## config.mk

```make
export PLATFORM = sky130hd
export DESIGN_NAME = scrambler_23b_mlane
export DESIGN_NICKNAME = d
export VERILOG_FILES = /design/src/rtl/scram23_pkg.sv /design/src/rtl/scram23_lane.sv /design/src/rtl/scrambler_23b_mlane.sv
export SDC_FILE = /design/constraint.sdc
export NUM_CORES = 1
export LEC_CHECK = 0
export ABC_AREA = 1
export CORE_ASPECT_RATIO = 1.1
export CORE_MARGIN = 4
export CORE_UTILIZATION = 50
export CTS_BUF_LIST = sky130_fd_sc_hd__clkbuf_4 sky130_fd_sc_hd__clkbuf_8
export CTS_CLUSTER_DIAMETER = 200
export DETAILED_ROUTE_END_ITERATION = 8
export PLACE_DENSITY = 0.72
export RECOVER_POWER = 100
export SLEW_MARGIN = 30
export SYNTH_ARGS = -nofsm -noshare
export SYNTH_HDL_FRONTEND = slang
export SYNTH_SLANG_ARGS = --single-unit
```

## constraint.sdc

```tcl
create_clock -name clk_1G -period 2 [get_ports clk_1G]
set_clock_uncertainty 0.05 [all_clocks]
set_input_delay 0.2 -clock clk_1G [delete_from_list [all_inputs] [get_ports clk_1G]]
set_output_delay 0.2 -clock clk_1G [all_outputs]
set_load 0.03 [all_outputs]
```

## src/rtl/scram23_pkg.sv

```systemverilog
// Shared definitions for the 23-bit multi-lane 128b/130b scrambler:
// LFSR polynomial and per-lane seeds, sync-header and OS symbol codes,
// block classification and the unrolled LFSR/XOR step.
package scram23_pkg;

  // Galois feedback mask for x^23+x^21+x^16+x^8+x^5+x^2+1.
  // The x^23 term is the bit shifted out of position 22.
  localparam logic [22:0] LFSR_TAPS = 23'h210125;

  // Lane n starts from SEED[n mod 8].
  localparam logic [22:0] SEED [0:7] = '{
    23'h1DBFBC, 23'h0607BB, 23'h1EC760, 23'h18C0DB,
    23'h010F12, 23'h19CFC9, 23'h0277CE, 23'h1BB807
  };

  // Sync headers as they arrive alongside in_sob.
  localparam logic [1:0] SYNC_DATA = 2'b10;
  localparam logic [1:0] SYNC_OS   = 2'b01;

  // Lane-0 symbol-0 codes that identify special ordered sets.
  localparam logic [7:0] SKP_SYM   = 8'hAA;
  localparam logic [7:0] EIEOS_SYM = 8'h00;

  // Block type latched at the start of each block.
  typedef enum logic [1:0] {
    BLK_DATA,
    BLK_OS,
    BLK_SKP,
    BLK_EIEOS
  } blk_type_e;

  // Block tracker states.
  typedef enum logic {
    TRK_UNALIGNED,
    TRK_IN_BLOCK
  } trk_state_e;

  // Result of advancing one lane's LFSR over a beat.
  typedef struct packed {
    logic [22:0] state;
    logic [31:0] data;
  } lfsr_res_t;

  // Advance the LFSR n times, XORing each key bit (lfsr[22], taken before
  // the shift) into data bit i. Bit 0 goes first on the wire, so it meets
  // the earliest key bit. Bits at and above n are returned untouched.
  function automatic lfsr_res_t lfsr_step_n(input logic [22:0] state,
                                            input logic [31:0] data,
                                            input int          n);
    lfsr_res_t res;
    logic      key;
    res.state = state;
    res.data  = data;
    for (int i = 0; i < 32; i++) begin
      if (i < n) begin
        key         = res.state[22];
        res.data[i] = data[i] ^ key;
        res.state   = {res.state[21:0], 1'b0} ^ ({23{key}} & LFSR_TAPS);
      end
    end
    return res;
  endfunction

  // Classify a block from its sync header and lane-0 symbol 0.
  // Anything that is not a clean data header is handled as an OS block,
  // including the illegal headers 00 and 11.
  function automatic blk_type_e blk_classify(input logic [1:0] sync,
                                             input logic [7:0] sym0);
    blk_type_e t;
    if (sync == SYNC_DATA) begin
      t = BLK_DATA;
    end else if (sync == SYNC_OS && sym0 == SKP_SYM) begin
      t = BLK_SKP;
    end else if (sync == SYNC_OS && sym0 == EIEOS_SYM) begin
      t = BLK_EIEOS;
    end else begin
      t = BLK_OS;
    end
    return t;
  endfunction

endpackage

```

## src/rtl/scram23_lane.sv

```systemverilog
// One lane of the scrambler: a 23-bit Galois LFSR plus the output XOR and
// the lane's output register. The shared block tracker in the top decides,
// per beat, whether this lane scrambles, advances, or reloads its seed.
module scram23_lane
  import scram23_pkg::*;
#(
  parameter int          DW   = 8,
  parameter logic [22:0] SEED = 23'h1DBFBC
) (
  input  logic          clk_1G,
  input  logic          rst_1G,
  input  logic          beat_valid,
  input  logic          scram,
  input  logic          advance,
  input  logic          load_seed,
  input  logic [DW-1:0] lane_in,
  output logic [DW-1:0] lane_out
);

  logic [22:0]   lfsr_q, lfsr_d;
  logic [DW-1:0] out_q, out_d;
  lfsr_res_t     step;
  logic          step_unused;

  // Only the low DW bits of the step result carry lane data.
  assign step_unused = ^step.data;

  // Compute the beat's keystream and decide next LFSR state and output;
  // a reseed wins over an advance, and idle cycles hold everything.
  always_comb begin
    step   = lfsr_step_n(lfsr_q, 32'(lane_in), DW);
    lfsr_d = lfsr_q;
    out_d  = out_q;
    if (beat_valid) begin
      out_d = scram ? step.data[DW-1:0] : lane_in;
      if (load_seed) begin
        lfsr_d = SEED;
      end else if (advance) begin
        lfsr_d = step.state;
      end
    end
  end

  // LFSR and output register; reset restores the seed and clears the output.
  always_ff @(posedge clk_1G) begin
    if (rst_1G) begin
      lfsr_q <= SEED;
      out_q  <= '0;
    end else begin
      lfsr_q <= lfsr_d;
      out_q  <= out_d;
    end
  end

  assign lane_out = out_q;

endmodule

```

## src/rtl/scrambler_23b_mlane.sv

```systemverilog
// Multi-lane 128b/130b scrambler. A single block tracker follows the
// 16-symbol block framing, latches block type and scrambling mode at each
// in_sob, and steers every lane's LFSR/XOR. All outputs are registered, so
// a beat accepted on one rising edge is visible after the next.
module scrambler_23b_mlane
  import scram23_pkg::*;
#(
  parameter int LANES = 4,
  parameter int DW    = 8
) (
  input  logic                clk_1G,
  input  logic                rst_1G,
  input  logic [1:0]          en_scram,
  input  logic                in_valid,
  input  logic                in_sob,
  input  logic [1:0]          in_sync,
  input  logic [LANES*DW-1:0] in_data,
  output logic                out_valid,
  output logic                out_sob,
  output logic [1:0]          out_sync,
  output logic [LANES*DW-1:0] out_data,
  output logic                align_err
);

  // Symbols per lane per beat.
  localparam int SPC = DW / 8;

  trk_state_e state_q, state_d;
  logic [3:0] cnt_q, cnt_d;
  blk_type_e  btype_q, btype_d;
  logic [1:0] mode_q, mode_d;

  logic       out_valid_q, out_valid_d;
  logic       out_sob_q, out_sob_d;
  logic [1:0] out_sync_q, out_sync_d;
  logic       align_err_q, align_err_d;

  // Per-beat view of the block: type/mode/start symbol that govern this beat.
  blk_type_e  eff_type;
  logic [1:0] eff_mode;
  logic [3:0] base;
  logic       active;
  logic       last_beat;

  // Lane controls shared by all lanes.
  logic       scram;
  logic       advance;
  logic       load_seed;

  // Block tracker: start blocks on in_sob, count symbols, flag framing
  // errors, and register the sideband outputs.
  always_comb begin
    state_d     = state_q;
    cnt_d       = cnt_q;
    btype_d     = btype_q;
    mode_d      = mode_q;
    align_err_d = 1'b0;
    eff_type    = btype_q;
    eff_mode    = mode_q;
    base        = cnt_q;
    active      = 1'b0;
    out_valid_d = in_valid;
    out_sob_d   = in_sob;
    out_sync_d  = in_sync;

    if (in_valid) begin
      if (in_sob) begin
        // A new block always restarts here; an early in_sob aborts the old one.
        align_err_d = (state_q == TRK_IN_BLOCK) && (cnt_q != 4'd0);
        eff_type    = blk_classify(in_sync, in_data[7:0]);
        eff_mode    = en_scram;
        btype_d     = eff_type;
        mode_d      = en_scram;
        base        = 4'd0;
        active      = 1'b1;
        state_d     = TRK_IN_BLOCK;
        cnt_d       = 4'(SPC);
      end else if (state_q == TRK_IN_BLOCK) begin
        if (cnt_q == 4'd0) begin
          // Block boundary reached but no in_sob: lose alignment.
          align_err_d = 1'b1;
          state_d     = TRK_UNALIGNED;
        end else begin
          active = 1'b1;
          cnt_d  = cnt_q + 4'(SPC);
        end
      end
    end

    last_beat = ({1'b0, base} + 5'(SPC)) == 5'd16;
  end

  // Translate block type and mode into per-beat lane controls.
  always_comb begin
    scram     = 1'b0;
    advance   = 1'b0;
    load_seed = 1'b0;
    if (active) begin
      if (!eff_mode[0]) begin
        // Bypass keeps every LFSR parked on its seed.
        load_seed = 1'b1;
      end else begin
        if (eff_mode[1]) begin
          scram   = 1'b1;
          advance = 1'b1;
        end else begin
          case (eff_type)
            BLK_DATA: begin
              scram   = 1'b1;
              advance = 1'b1;
            end
            BLK_OS:    advance = 1'b1;
            BLK_SKP:   advance = 1'b0;
            BLK_EIEOS: advance = 1'b1;
            default:   advance = 1'b0;
          endcase
        end
        if (eff_type == BLK_EIEOS && last_beat) begin
          load_seed = 1'b1;
        end
      end
    end
  end

  // Tracker and sideband registers; reset drops any block in progress.
  always_ff @(posedge clk_1G) begin
    if (rst_1G) begin
      state_q     <= TRK_UNALIGNED;
      cnt_q       <= 4'd0;
      btype_q     <= BLK_OS;
      mode_q      <= 2'b00;
      out_valid_q <= 1'b0;
      out_sob_q   <= 1'b0;
      out_sync_q  <= 2'b00;
      align_err_q <= 1'b0;
    end else begin
      state_q     <= state_d;
      cnt_q       <= cnt_d;
      btype_q     <= btype_d;
      mode_q      <= mode_d;
      out_valid_q <= out_valid_d;
      out_sob_q   <= out_sob_d;
      out_sync_q  <= out_sync_d;
      align_err_q <= align_err_d;
    end
  end

  assign out_valid = out_valid_q;
  assign out_sob   = out_sob_q;
  assign out_sync  = out_sync_q;
  assign align_err = align_err_q;

  // One LFSR/XOR lane per lane, seeds cycling through the 8-entry table.
  for (genvar n = 0; n < LANES; n++) begin : g_lane
    scram23_lane #(
      .DW   (DW),
      .SEED (SEED[n % 8])
    ) u_lane (
      .clk_1G     (clk_1G),
      .rst_1G     (rst_1G),
      .beat_valid (in_valid),
      .scram      (scram),
      .advance    (advance),
      .load_seed  (load_seed),
      .lane_in    (in_data[n*DW +: DW]),
      .lane_out   (out_data[n*DW +: DW])
    );
  end

endmodule

```

; Word-level counts from Yosys, hierarchy flattened
; Index checks and enable logic that the tools add are counted.
[totals]
out_inout_bits = 37
memories = 0
rom_bits = 0
ram_bits = 0
latchBits = 0
inputBits = 40
regBits = 138
[classes]
eq_ne = 8
order_cmp = 0
bitwise_logic = 65
multipliers = 0
n_reduce_logical = 14
shifts = 0
n_addsub = 2
mux = 42
div_mod_pow = 0
[op_table]
columns = op, count
row1 = bitwise XOR 23 x 22 -> 23 bit, 32
row2 = two-way mux 23 bit, 8
row3 = two-way mux 8 bit, 4
row4 = bitwise XOR 1 bit, 32
row5 = two-way mux 4 bit, 5
row6 = two-way mux 1 bit, 17
row7 = two-way mux 2 bit, 7
row8 = equality test 8 bit (second input constant), 1
row9 = logical NOT 8 bit, 1
row10 = equality test 2 bit (second input constant), 3
row11 = adder 4 x 1 -> 5 bit (second input constant), 1
row12 = equality test 5 bit (second input constant), 1
row13 = adder 4 x 1 -> 4 bit (second input constant), 1
row14 = equality test 2 x 1 -> 1 bit (second input constant), 2
row15 = logical AND 1 bit, 4
row16 = logical NOT 4 bit, 1
row17 = nonzero test 2 bit, 2
row18 = nonzero test 4 bit, 1
row19 = AND reduction 3 bit, 1
row20 = OR reduction 3 bit, 1
row21 = logical NOT 2 bit, 1
row22 = != test 2 bit (second input constant), 1
row23 = case mux 1 bit (2 select lines), 1
row24 = AND reduction 2 bit, 1
row25 = 2 further kinds, 2

; Logic depth before layout (Yosys ltp)
[logic_depth]
ltp_word = 15
ltp_mapped = 15
ltp_nobuf = 14

; Cells and area by module
; From an unflattened synthesis, not the netlist that was laid out.
[hier_totals]
cells_unflattened = 1199
hier_area_um2 = 8161.6
[modules_own_cells]
columns = module, seq_area_each_um2, n_inst, area_each_um2, cells_per_inst
row1 = scram23_lane (g_lane[1].u_lane), 620.6, 1, 1891.8, 270
row2 = scram23_lane (g_lane[0].u_lane), 620.6, 1, 1885.6, 275
row3 = scram23_lane (g_lane[2].u_lane), 620.6, 1, 1876.8, 280
row4 = scram23_lane (g_lane[3].u_lane), 620.6, 1, 1790.5, 266
row5 = scrambler_23b_mlane, 280.3, 1, 716.9, 108

; Worst setup path before layout
; No wires, ideal clock.
[synth_timing]
path_kind = register to register
start = register cnt_q[0]
end = register g_lane[0].u_lane.out_q[7]
required_ns = 1.841
stages_incl_launch_ff = 12
arrival_time_ns = 1.598
period_less_slack_ns = 1.756
setup_ns = 0.109
path_slack_ns = 0.244
path_cell_list = dfxtp_1 inv_1 ha_1 nand2_1 a31oi_2 nor2_1 nand2_1 buf_2 nand2_1 nand3_1 nand2_1 inv_1
[synth_between]
elab_chain_cells = 7
[synth_rtl]
columns = item, line
row1 = start: declaration, scrambler_23b_mlane.sv:29  ; logic [3:0] cnt_q, cnt_d;
row2 = start signal: assignment, scrambler_23b_mlane.sv:138  ; cnt_q <= cnt_d;
row3 = logical NOT 4 bit, scrambler_23b_mlane.sv:79  ; if (cnt_q == 4'd0) begin
row4 = two-way mux 1 bit, scrambler_23b_mlane.sv:79
row5 = two-way mux 1 bit, scrambler_23b_mlane.sv:78  ; end else if (state_q == TRK_IN_BLOCK) begin
row6 = two-way mux 1 bit, scrambler_23b_mlane.sv:67  ; if (in_sob) begin
row7 = two-way mux 1 bit, scrambler_23b_mlane.sv:66  ; if (in_valid) begin
row8 = two-way mux 1 bit, scrambler_23b_mlane.sv:98  ; if (active) begin
row9 = two-way mux 8 bit, scram23_lane.sv:35  ; out_d = scram ? step.data[DW-1:0] : lane_in;
row10 = end signal: assignment, scram23_lane.sv:51  ; out_q <= out_d;
row11 = end: declaration, scram23_lane.sv:21  ; logic [DW-1:0] out_q, out_d;
; No other way between the ends.
; A chain may end at the register's enable or synchronous reset.

; Worst setup path after layout
[layout_timing]
start = register cnt_q[0]
end = register g_lane[3].u_lane.out_q[3]
[layout_between]
elab_chain_cells = 7
[layout_rtl]
columns = item, line
row1 = logical NOT 4 bit, scrambler_23b_mlane.sv:79
row2 = two-way mux 1 bit, scrambler_23b_mlane.sv:79
row3 = two-way mux 1 bit, scrambler_23b_mlane.sv:78
row4 = two-way mux 1 bit, scrambler_23b_mlane.sv:67
row5 = two-way mux 1 bit, scrambler_23b_mlane.sv:66
row6 = two-way mux 1 bit, scrambler_23b_mlane.sv:98
row7 = two-way mux 8 bit, scram23_lane.sv:35
row8 = end signal: assignment, scram23_lane.sv:51
row9 = end: declaration, scram23_lane.sv:21
; No other way between the ends.

==> results.json <==
{
  "outcome": "finished clean",
  "yosysTopAreaCellShare_pct": 37.1,
  "h-tree-depth": 4,
  "finalMaxSlewViolations": 0,
  "fp.dieH_um": 136,
  "worstSetupStartpoint": "cnt_q[0]",
  "crit_required_ns": 2.30,
  "synth_seq_cells": 138,
  "cp.arrival_ns": 2.18,
  "area.growth.synth_to_final_pct": 25.8,
  "drcViolationCount": 0,
  "drtIter0Drc": 590,
  "grt_pass1_vias": 6273,
  "viasPerCell": 5.10,
  "grt.total_usage_pct": 22.0,
  "path_clk_slew_ns": 0.07,
  "whs_ns": 0.126,
  "cp_cell_sequence": "inv_1 -> ha_1 -> nand2_2 -> a31oi_4 -> buf_4 -> nor2_4 -> nand2_2 -> buf_6 -> nand2_1 -> nand3_1 -> nand2_1 -> inv_1",
  "startpoint_type": "flip-flop",
  "design_area_mm2": 0.00938,
  "hold_start": "in_valid",
  "drive_gt1_share_pct": 11.4,
  "place_area_mm2": 0.00888,
  "peakVddDrop_uv": 420,
  "synth_top_cell_by_area": "dfxtp_1",
  "crit_path_end_kind": "flip-flop",
  "cts_made_buffers": 17,
  "die_w_um": 124,
  "ios": 77,
  "slew_headroom_pct": 39.1,
  "crit_type": "reg -> reg",
  "max_freq_mhz": 531,
  "cts_tree": "done",
  "syn_nets": 1105,
  "die_area_mm2": 0.0169,
  "powerDensity_mw_per_mm2": 878,
  "drt_first_pass_iters": 5,
  "cp_slowest_cell": "dfxtp_2",
  "vias": 7012,
  "synth_cell_types": 28,
  "numPortBuffers": 76,
  "r2r_start": "cnt_q[0]",
  "clkSinkCount": 138,
  "syn-cell-area_mm2": 0.00746,
  "syn_area_per_cell_um2": 7.01,
  "finalWeightedCongestion": 0.812,
  "ctsRootBufferMaster": "clkbuf_8",
  "power.total_mw": 8.24,
  "totalWireLength_um": 18900,
  "hold_violations": 0,
  "min_period_ns": 1.88,
  "initial_core_util_pct": 51.4,
  "place_inst": 1342,
  "syn_inst": 1063,
  "synth_warnings": 0,
  "path_max_fanout": 14,
  "grt_max_degree": 67,
  "leakage_nw": 4.50,
  "grt_pass1_wl_um": 30600,
  "dp_hpwl_um": 12900,
  "worstHoldPathType": "in -> reg",
  "cap_viol_max_count": 0,
  "insertion_delay_ns": 0.45,
  "synth.area.top_cells": "dfxtp_1 37%, nand2_1 13%, nand3_1 11%, xor2_1 9.7%, nor2_1 5.1%",
  "clockBufferDepth": 2,
  "post-route-period-util_pct": 94.1,
  "layout.nets": 1213,
  "antennaDiodeCount": 0,
  "antenna_found_initial": 0,
  "ant_nets": 0,
  "post_drt_wl_per_cell_um": 13.7,
  "finalSetupViolCount": 0,
  "gr-total-overflow": 0,
  "synth_seq_area_share_pct": 37.1,
  "core_mm2": 0.0145,
  "instances_no_fill": 1376,
  "fp-row-count": 46,
  "max_stage_delay_ns": 0.35,
  "worst_pin_slew_ns": 0.914
}
## worst paths after layout
path / end / slack, ns / cells past startpoint
max: g_lane[3].u_lane.lane_out[3] / 0.12 / 12
min reg2reg: g_lane[1].u_lane.lfsr_q[12] / 0.43 / 2
max reg2reg: g_lane[3].u_lane.lane_out[3] / 0.12 / 12
min: state_q / 0.13 / 5
## metrics by stage
step                setup TNS (ns)  setup WS (ns)  util (%)
detailed placement          -21.42         -0.227      61.2
CTS                              0         0.0266      64.4
global route              -0.00471       -0.00412      64.7
global placement            -22.10         -0.230      61.2
finish                           0          0.119      64.7
floorplan                        0          0.244         -
## cells in the final DEF, fill, tap and decap left out, types with 12 or more instances in the layout
cell type | netlist | routed
nand2_1 | 256 | 253
nand3_1 | 162 | 161
dfxtp_1 | 138 | 135
nor2_1 | 101 | 99
inv_1 | 87 | 88
xor2_1 | 83 | 83
buf_4 | 4 | 61
a21oi_1 | 45 | 45
o211ai_1 | 44 | 44
xnor2_1 | 42 | 42
dlygate4sd3_1 | 0 | 38
clkdlybuf4s50_1 | 0 | 37
clkbuf_8 | 0 | 23
buf_12 | 0 | 12
## critical path, delay by kind of cell, from the launching register on
family | cells | cell delay (ns)
and+or+nand+nor | 6 | 0.63
buffers and inverters | 4 | 0.43
AOI/OAI and AO/OA | 1 | 0.10
DFF | 1 | 0.35
adders and majority gates | 1 | 0.20
## per-layer routing
layer | up-vias | track usage [%] | routed length (um)
met2 | 155 | 36.3 | 8670
li1 | 3620 | - | -
met5 | - | 0 | 0
met1 | 3213 | 29.8 | 9050
met3 | 24 | 3.69 | 926
met4 | 0 | 6.70 | 249
## power by group
group / total [mW] / leakage (nW) / switching [mW] / internal, mW
logic: 2.55 / 3.12 / 1.45 / 1.10
clock network: 2.50 / 0.233 / 1.05 / 1.45
registers: 3.18 / 1.14 / 0.180 / 3.00
## synth_stat cells
master / count
a21oi_1: 45
a31oi_2: 1
buf_1: 3
buf_2: 32
buf_4: 4
clkbuf_1: 25
dfxtp_1: 138
ha_1: 2
inv_1: 87
inv_2: 3
nand2_1: 256
nand2_2: 4
nand3_1: 162
nand3b_1: 9
nand4_1: 1
nor2_1: 101
nor2_2: 1
nor3_1: 2
nor4_1: 1
o211ai_1: 44
o21ai_0: 5
o21ai_1: 2
o21ai_2: 1
or2_0: 1
or2_1: 1
or2_2: 7
xnor2_1: 42
xor2_1: 83
## sequential cells by signal, summed over array words and instances, names as in the netlist
| signal | cells |
|---|---|
| state_q | 1 |
| mode_q | 2 |
| btype_q | 2 |
| align_err | 1 |
| out_sob | 1 |
| g_lane.u_lane.lane_out | 32 |
| out_sync | 2 |
| out_valid | 1 |
| cnt_q | 4 |
| g_lane.u_lane.lfsr_q | 92 |
## logic make-up after synthesis
kind of cell / share of synthesized area, %
xor+xnor: 14.7
buf+inv: 8.49
fa+ha+maj: 0.336
simple gates: 31.2
flops: 37.1
compound gates: 8.21
## area by class of cell
| class | instances | area [um^2] |
|---|---|---|
| Inverter | 90 | 338 |
| Tap cell | 192 | 240 |
| Clock inverter | 7 | 110 |
| Multi-Input combinational cell | 771 | 4110 |
| Timing Repair Buffer | 153 | 1490 |
| Fill cell | 1293 | 5120 |
| Clock buffer | 25 | 332 |
| Sequential cell | 138 | 2770 |
## timing repair
item | in CTS | in global routing
setup buffers | 0 | 1
hold buffers | 1 | 0
endpoints found under the hold margin | 1 | 0
pin swaps | 0 | 2
cloned | 0 | 0
resized for setup | 1 | 12
setup endpoints to repair | 32 | 51
(Power assumes the default switching activity.)
